### config.mk
export PLATFORM = sky130hd
export DESIGN_NAME = ahb_lite_master
export DESIGN_NICKNAME = d
export VERILOG_FILES = /design/src/rtl/ahb_lite_master.sv
export SDC_FILE = /design/constraint.sdc
export NUM_CORES = 1
export LEC_CHECK = 0
export BUFFER_PORTS_ARGS = -buffer_cell sky130_fd_sc_hd__clkbuf_2
export CORE_MARGIN = 8
export CORE_UTILIZATION = 45
export DETAILED_ROUTE_END_ITERATION = 6
export GPL_TIMING_DRIVEN = 0
export PLACE_DENSITY_LB_ADDON = 0.3
export SYNTH_ARGS = -nofsm -noshare
export SYNTH_HDL_FRONTEND = slang
export SYNTH_SLANG_ARGS = --single-unit
export TNS_END_PERCENT = 1
### constraint.sdc
create_clock -name hclk -period 1.6 [get_ports hclk]
set_input_delay 0.16 -clock hclk [delete_from_list [all_inputs] [get_ports hclk]]
set_output_delay 0.16 -clock hclk [all_outputs]
set_load 0.01 [all_outputs]
### src/rtl/ahb_lite_master.sv
// Single-outstanding AHB-Lite initiator: req/ack front end -> non-pipelined SINGLE transfers.
// Optional data-phase watchdog enabled by defining AHB_MST_TIMEOUT_EN.
module ahb_lite_master #(
  parameter int AW      = 32,
  parameter int TIMEOUT = 255
) (
  input  logic          hclk,
  input  logic          hreset,
  input  logic          req,
  input  logic          req_we,
  input  logic [AW-1:0] req_addr,
  input  logic [1:0]    req_size,
  input  logic [31:0]   req_wd,
  output logic          ack,
  output logic [31:0]   rd,
  output logic          err,
  output logic          busy,
  output logic [AW-1:0] haddr,
  output logic [1:0]    htrans,
  output logic          hwrite,
  output logic [2:0]    hsize,
  output logic [2:0]    hburst,
  output logic [31:0]   hwdata,
  input  logic [31:0]   hrdata,
  input  logic          hready,
  input  logic [1:0]    hresp
);

  typedef enum logic [1:0] {S_IDLE, S_ADDR, S_DATA, S_RESP} state_t;

  state_t      state, state_nxt;
  logic [31:0] wd_q;
  logic        misaligned;
  logic        tmo;

  always_comb begin
    misaligned = (req_size == 2'd3) ||
                 ((req_size == 2'd1) && req_addr[0]) ||
                 ((req_size == 2'd2) && (req_addr[1:0] != 2'b00));
  end

`ifdef AHB_MST_TIMEOUT_EN
  localparam int CW = ($clog2(TIMEOUT+1) > 8) ? $clog2(TIMEOUT+1) : 8;
  logic [CW-1:0] tmo_cnt;

  // Counter sits at zero outside DATA, so entering DATA always starts a fresh count.
  always_ff @(posedge hclk) begin
    if (hreset)                tmo_cnt <= '0;
    else if (state != S_DATA)  tmo_cnt <= '0;
    else if (!hready)          tmo_cnt <= tmo_cnt + CW'(1);
  end

  // Fires on the wait cycle that brings the count to TIMEOUT; hready=1 wins.
  assign tmo = (state == S_DATA) && !hready && (tmo_cnt == CW'(TIMEOUT-1));
`else
  localparam int unused_timeout = TIMEOUT;
  assign tmo = 1'b0;
`endif

  always_ff @(posedge hclk) begin
    if (hreset) state <= S_IDLE;
    else        state <= state_nxt;
  end

  always_comb begin
    state_nxt = state;
    case (state)
      S_IDLE: if (req) state_nxt = misaligned ? S_RESP : S_ADDR;
      S_ADDR: if (hready) state_nxt = S_DATA;
      S_DATA: if (hready || tmo) state_nxt = S_RESP;
      S_RESP: state_nxt = S_IDLE;
      default: state_nxt = S_IDLE;
    endcase
  end

  always_ff @(posedge hclk) begin
    if (hreset) begin
      haddr  <= '0;
      hwrite <= 1'b0;
      hsize  <= 3'b000;
      hwdata <= '0;
      wd_q   <= '0;
      rd     <= '0;
      err    <= 1'b0;
    end else begin
      case (state)
        S_IDLE: if (req) begin
          haddr  <= req_addr;
          hwrite <= req_we;
          hsize  <= {1'b0, req_size};
          wd_q   <= req_wd;
          err    <= misaligned;
        end
        S_ADDR: if (hready && hwrite) hwdata <= wd_q;
        S_DATA: begin
          if (hready) begin
            err <= (hresp == 2'b01);
            // Errored reads leave the previous read data intact.
            if (!hwrite && (hresp != 2'b01)) rd <= hrdata;
          end else if (tmo) begin
            err <= 1'b1;
          end
        end
        default: ;
      endcase
    end
  end

  assign htrans = (state == S_ADDR) ? 2'b10 : 2'b00;
  assign busy   = (state != S_IDLE);
  assign ack    = (state == S_RESP);
  assign hburst = 3'b000;

endmodule

==> impl_metrics.json, run 1 <==
{
  "gp_congestion": 0.818,
  "dieHeight_um": 122,
  "syn-instance-count": 616,
  "min_period_ns": 1.58,
  "hp-start": "hreset",
  "ys_seq_area_share_pct": 53.3,
  "worstPathArrival_ns": 1.42,
  "clockBufferDepth": 2,
  "areaGrowthSynthToFinish_pct": 56.0,
  "timing_max_transition_violations_final": 0,
  "vias_per_cell": 5.03,
  "drive_above_1_share_pct": 29.8,
  "track_usage_pct": 23.4,
  "p_leak_nw": 3.41,
  "synthSimpleGateAreaFrac_pct": 20.1,
  "worstMarginPinSlew_ns": 0.534,
  "die_w_um": 122,
  "synth.distinct_cells": 32,
  "hold_path_class": "primary input to flop",
  "clock.fmax_mhz": 634,
  "timing.hold.ws_ns": 0.0460,
  "routedWlPerCell_um": 16.0,
  "dr.pass1.iters": 5,
  "overflow": 0,
  "ant_nets": 0,
  "critPathLaunch": "state[0]",
  "path_clk_slew_ns": 0.06,
  "synth_compound_area_share_pct": 17.6,
  "dpl_cell_area_um2": 6260,
  "power_mw": 10.1,
  "portBuffers": 206,
  "worstSetupEndpointType": "output port",
  "clkSinkCount": 134,
  "grt_pass1_wl_mm": 27.7,
  "syn_area_um2": 5040,
  "clock-root-buffer": "clkbuf_8",
  "io_pins": 213,
  "cts_tree": "yes",
  "n_fill_cell": 840,
  "synth_xor_xnor_area_share_pct": 0,
  "antenna_found_initial": 0,
  "grt_setup_unrepaired": "yes",
  "hpwl_mm": 11.8,
  "avgSynthCellArea_um2": 8.18,
  "required_ns": 1.44,
  "clkLatencyLatePin_ns": 0.53,
  "grt_max_degree": 17,
  "cts_buffers": 17,
  "finClkSkew_ns": 0.0132,
  "stdcell_count": 1098,
  "final_cell_mix": "211 x clkbuf_2, 199 x nand2_1, 134 x a21oi_1, 132 x dfxtp_1, 99 x dlygate4sd3_1",
  "row_count": 38,
  "ir_worst_vdd_mv": 0.814,
  "htree_levels": 4,
  "die-area_um2": 14800,
  "synth_mux_area_share_pct": 0.224,
  "r2r-start": "state[0]",
  "yosys_warnings": 0,
  "first_global_vias": 5675,
  "core_area_um2": 10900,
  "drt-initial-drc-count": 354,
  "fin_crit_sh_pct": 98.5,
  "power_density_nw_per_um2": 1280,
  "placed_cells": 966,
  "criticalPathCategory": "flop to output port",
  "hold_viol": 0,
  "final_common_cell": "clkbuf_2",
  "vias": 5525,
  "drc": 0,
  "crit_fanout": 5,
  "synth_top_family_by_area": "simple AND/OR/NAND/NOR gates",
  "finalInstanceArea_um2": 7860,
  "max_slew_margin_pct": 64.4,
  "ys_ff_latch": 134,
  "cp-start-kind": "flop",
  "drt_wl_total_mm": 17.6,
  "setup_viol": 0,
  "maxCapViolCount": 0,
  "nets": 1054,
  "start_util_pct": 46.3,
  "finalSetupTns_ns": 0,
  "synth-adder-area-share_pct": 1.24,
  "ff2ff_setup_slack_ns": 0.03,
  "status": "complete, no violations"
}
==> state kept, by name, indices dropped and copies added, names as in the netlist <==
| name | count |
|---|---|
| wd_q | 32 |
| hwrite | 1 |
| rd | 32 |
| hsize | 2 |
| haddr | 32 |
| state | 2 |
| hwdata | 32 |
| err | 1 |
==> synth_stat cells <==
master	count	area (µm²)
buf_12	1	20.0
a21oi_1	134	671
ha_1	5	62.6
nand3_1	28	140
and3_1	1	6.26
a21o_1	1	7.51
o21ai_0	32	160
nand3b_1	1	7.51
buf_2	15	75.1
buf_6	5	56.3
a31oi_1	2	12.5
and3b_1	1	8.76
and2_1	1	6.26
clkbuf_1	22	82.6
a311oi_1	3	26.3
nor2b_1	1	6.26
and2b_1	1	7.51
buf_8	2	30.0
o21bai_1	1	7.51
mux2_2	1	11.3
nand2b_1	1	6.26
nor2_1	1	3.75
nand2_1	199	747
clkbuf_8	4	55.1
and3b_2	1	10.0
inv_1	4	15.0
or3_1	1	6.26
nand3_2	5	50.1
or2b_1	1	7.51
dfxtp_1	134	2680
conb_1	1	3.75
buf_4	6	45.0
==> per-stage QoR <==
| stage | setup WS [ns] | utilization [%] |
|---|---|---|
| 2_1_floorplan | 0.176 | - |
| 3_3_place_gp | -0.0616 | 57.5 |
| 3_5_place_dp | -0.146 | 57.5 |
| 4_1_cts | -0.00390 | 71.9 |
| 5_1_grt | -0.0755 | 72.1 |
| 6_report | 0.0239 | 72.2 |
==> report_power, final <==
group | switching (mW) | internal (mW) | total (mW)
logic | 1.37 | 1.05 | 2.42
clock network | 1.33 | 2.34 | 3.67
registers | 0.231 | 3.77 | 4.00
==> cell families (layout without fill, tap and decap cells) <==
kind of cell	Yosys count	after routing
AND/OR/NAND/NOR	243	243
multiplexers	1	1
AO/OA/AOI/OAI	173	173
adder cells (fa/ha/maj)	5	5
buffers and inverters	59	395
flip-flops	134	134
other	1	7
==> final cells by class <==
type | count | area [µm²] | area share (%)
Clock buffer | 29 | 529 | 6.74
Clock inverter | 2 | 35.0 | 0.446
Buffer | 55 | 394 | 5.02
Timing Repair Buffer | 305 | 2020 | 25.7
Antenna cell | 2 | 5.00 | 0.0637
Multi-Input combinational cell | 427 | 2000 | 25.4
Inverter | 4 | 15.0 | 0.191
Tap cell | 140 | 175 | 2.23
Sequential cell | 134 | 2690 | 34.2
==> critical path: stages, from the launching register on <==
cell and delay (ns):
dfxtp_2 0.34, inv_1 0.11, ha_2 0.24, inv_1 0.07, clkbuf_2 0.13
==> layer usage <==
metal / GRT usage [%] / up-vias / share of wire [%]
met3: 7.54 / 37 / 8.4
met1: 24.4 / 2567 / 38
li1: - / 2684 / -
met2: 41.5 / 237 / 51
met4: 11.8 / 0 / 3.0
met5: 0 / - / 0
==> final timing paths <==
kind,end,cells past startpoint
worst max-delay path,busy,4
worst min-delay path,rd[1],3
worst min register to register,hwdata[28],2
worst max register to register,haddr[13],8
==> repair_timing <==
| item | 4_1_cts | 5_1_grt |
|---|---|---|
| hold buffers | 99 | 0 |
| endpoints found under the hold margin | 99 | 0 |
| gates resized for setup | 9 | 22 |
| pin swaps | 0 | 1 |
| setup endpoints to repair | 105 | 100 |
| buffers inserted | 0 | 0 |
Note: power is estimated with default switching activity, not from simulation.
==> inputs of run 2 (changes only) <==
- clock period: 1.6 -> 1.75 ns (I/O delays scaled with it)
==> impl_metrics.json, run 2 (synthesized netlist as in run 1, its figures left out) <==
{
  "power_density_nw_per_um2": 1170,
  "hpwl_mm": 11.8,
  "required_ns": 1.57,
  "row_count": 38,
  "crit_fanout": 5,
  "status": "complete, no violations",
  "fin_crit_sh_pct": 97.5,
  "cts_buffers": 17,
  "clock.fmax_mhz": 586,
  "met3_usage_pct": 7.59,
  "ant_nets": 0,
  "worstSetupEndpointType": "output port",
  "timing.hold.ws_ns": 0.0616,
  "p_sw_mw": 2.67,
  "grt_busiest_layer": "met2",
  "hp-start": "hreset",
  "setup_ws_ns": 0.0443,
  "cts_tree": "yes",
  "max_slew_margin_pct": 64.3,
  "setup_viol": 0,
  "vias_per_cell": 5.06,
  "grt_max_degree": 17,
  "drc": 0,
  "drive_above_1_share_pct": 29.1,
  "gp_congestion": 0.818,
  "fin_util_pct": 72.0,
  "clkSinkCount": 134,
  "routedWlPerCell_um": 16.0,
  "die_w_um": 122,
  "r2r-start": "state[0]",
  "portBuffers": 206,
  "critPathLaunch": "state[0]",
  "swShare_pct": 29.0,
  "htree_levels": 4,
  "dpl_cell_area_um2": 6260,
  "finalInstanceArea_um2": 7840,
  "final_common_cell": "clkbuf_2",
  "post-place-ws_ns": 0.00367,
  "die-area_um2": 14800,
  "cp-endpoint": "busy",
  "min_period_ns": 1.71,
  "finClkSkew_ns": 0.0121,
  "worstMarginPinSlew_ns": 0.535,
  "antenna_found_initial": 0,
  "r2r-end": "rd[31]",
  "stdcell_count": 1098,
  "start_util_pct": 46.3,
  "dr.pass1.iters": 5,
  "timing_max_transition_violations_final": 0,
  "criticalPathCategory": "flop to output port",
  "p_leak_nw": 3.41,
  "ff2ff_setup_slack_ns": 0.09,
  "areaGrowthSynthToFinish_pct": 55.5,
  "power_frac_comb_pct": 23.8,
  "cp-start-kind": "flop",
  "seq_power_share_pct": 39.7,
  "clkLatencyLatePin_ns": 0.53,
  "grt_setup_unrepaired": "yes",
  "path_clk_slew_ns": 0.06,
  "grt.met1_usage_pct": 24.4,
  "dieHeight_um": 122,
  "drt_wl_total_mm": 17.6,
  "io_pins": 213,
  "track_usage_pct": 23.4,
  "hold_viol": 0,
  "grtUsageMet2_pct": 41.4,
  "placed_cells": 966,
  "grt_pass1_wl_mm": 27.7,
  "clockBufferDepth": 2,
  "core_area_um2": 10900,
  "final_cell_mix": "210 x clkbuf_2, 198 x nand2_1, 134 x a21oi_1, 134 x dfxtp_1, 99 x dlygate4sd3_1",
  "worstPathArrival_ns": 1.53,
  "clock_power_share_pct": 36.5,
  "ir_worst_vdd_mv": 0.742,
  "finalSetupTns_ns": 0,
  "first_global_vias": 5671,
  "reg2reg_depth": 6,
  "overflow": 0,
  "nets": 1054,
  "intPower_mw": 6.52,
  "hold_path_class": "primary input to flop",
  "postCtsSetupRepairBufs": 0,
  "power_mw": 9.19,
  "vias": 5553,
  "clock-root-buffer": "clkbuf_8",
  "drt-initial-drc-count": 327,
  "maxCapViolCount": 0
}
==> run 2: cell count changes in the layout (fill, tap and decap cells not counted), sizes merged <==
cell and delta:
clkbuf -1, buf +1
==> run 2: layer usage <==
layer | vias up | share of wire [%]
met4 | 0 | 3.2
met2 | 226 | 51
met3 | 42 | 7.9
met5 | - | 0
met1 | 2594 | 38
li1 | 2691 | -
==> run 2: power by group through the flow <==
stage	clock network (mW)	registers, mW	logic, mW
5_1_grt	3.53	3.70	2.40
4_1_cts	3.39	3.64	2.15
3_5_place_dp	0	3.71	1.97
6_report	3.36	3.65	2.19
2_1_floorplan	0	3.78	1.15
3_3_place_gp	0	3.69	1.90
==> run 2: critical path, cell delays in order, from the launching register on <==
cell	delay, ns
dfxtp_1	0.39
inv_1	0.10
ha_1	0.28
inv_1	0.11
clkbuf_2	0.14
==> run 2: timing repair <==
item / 4_1_cts / 5_1_grt
hold buffers: 99 / 0
gates resized for setup: 1 / 14
setup endpoints to repair: 1 / 102
cloned: 0 / 0
hold endpoints to repair: 99 / 0
==> run 2: how the worst min path moves through the flow <==
stage / to / slack, ns / cells past startpoint
finish: rd[1] / 0.06 / 3
global route: rd[1] / 0.06 / 3
CTS: rd[10] / 0.04 / 3
detailed placement: wd_q[31] / 0.40 / 3
global placement: hwrite / 0.40 / 3
floorplan: rd[10] / 0.30 / 2
==> run 2: area by class of cell <==
cell class                      instances  area (µm²)
Fill cell                             845        3050
Sequential cell                       134        2680
Timing Repair Buffer                  305        2020
Multi-Input combinational cell        427        1990
Clock buffer                           29         529
Buffer                                 55         378
Tap cell                              140         175
Clock inverter                          2        35.0
Inverter                                4        15.0
Antenna cell                            2        5.00
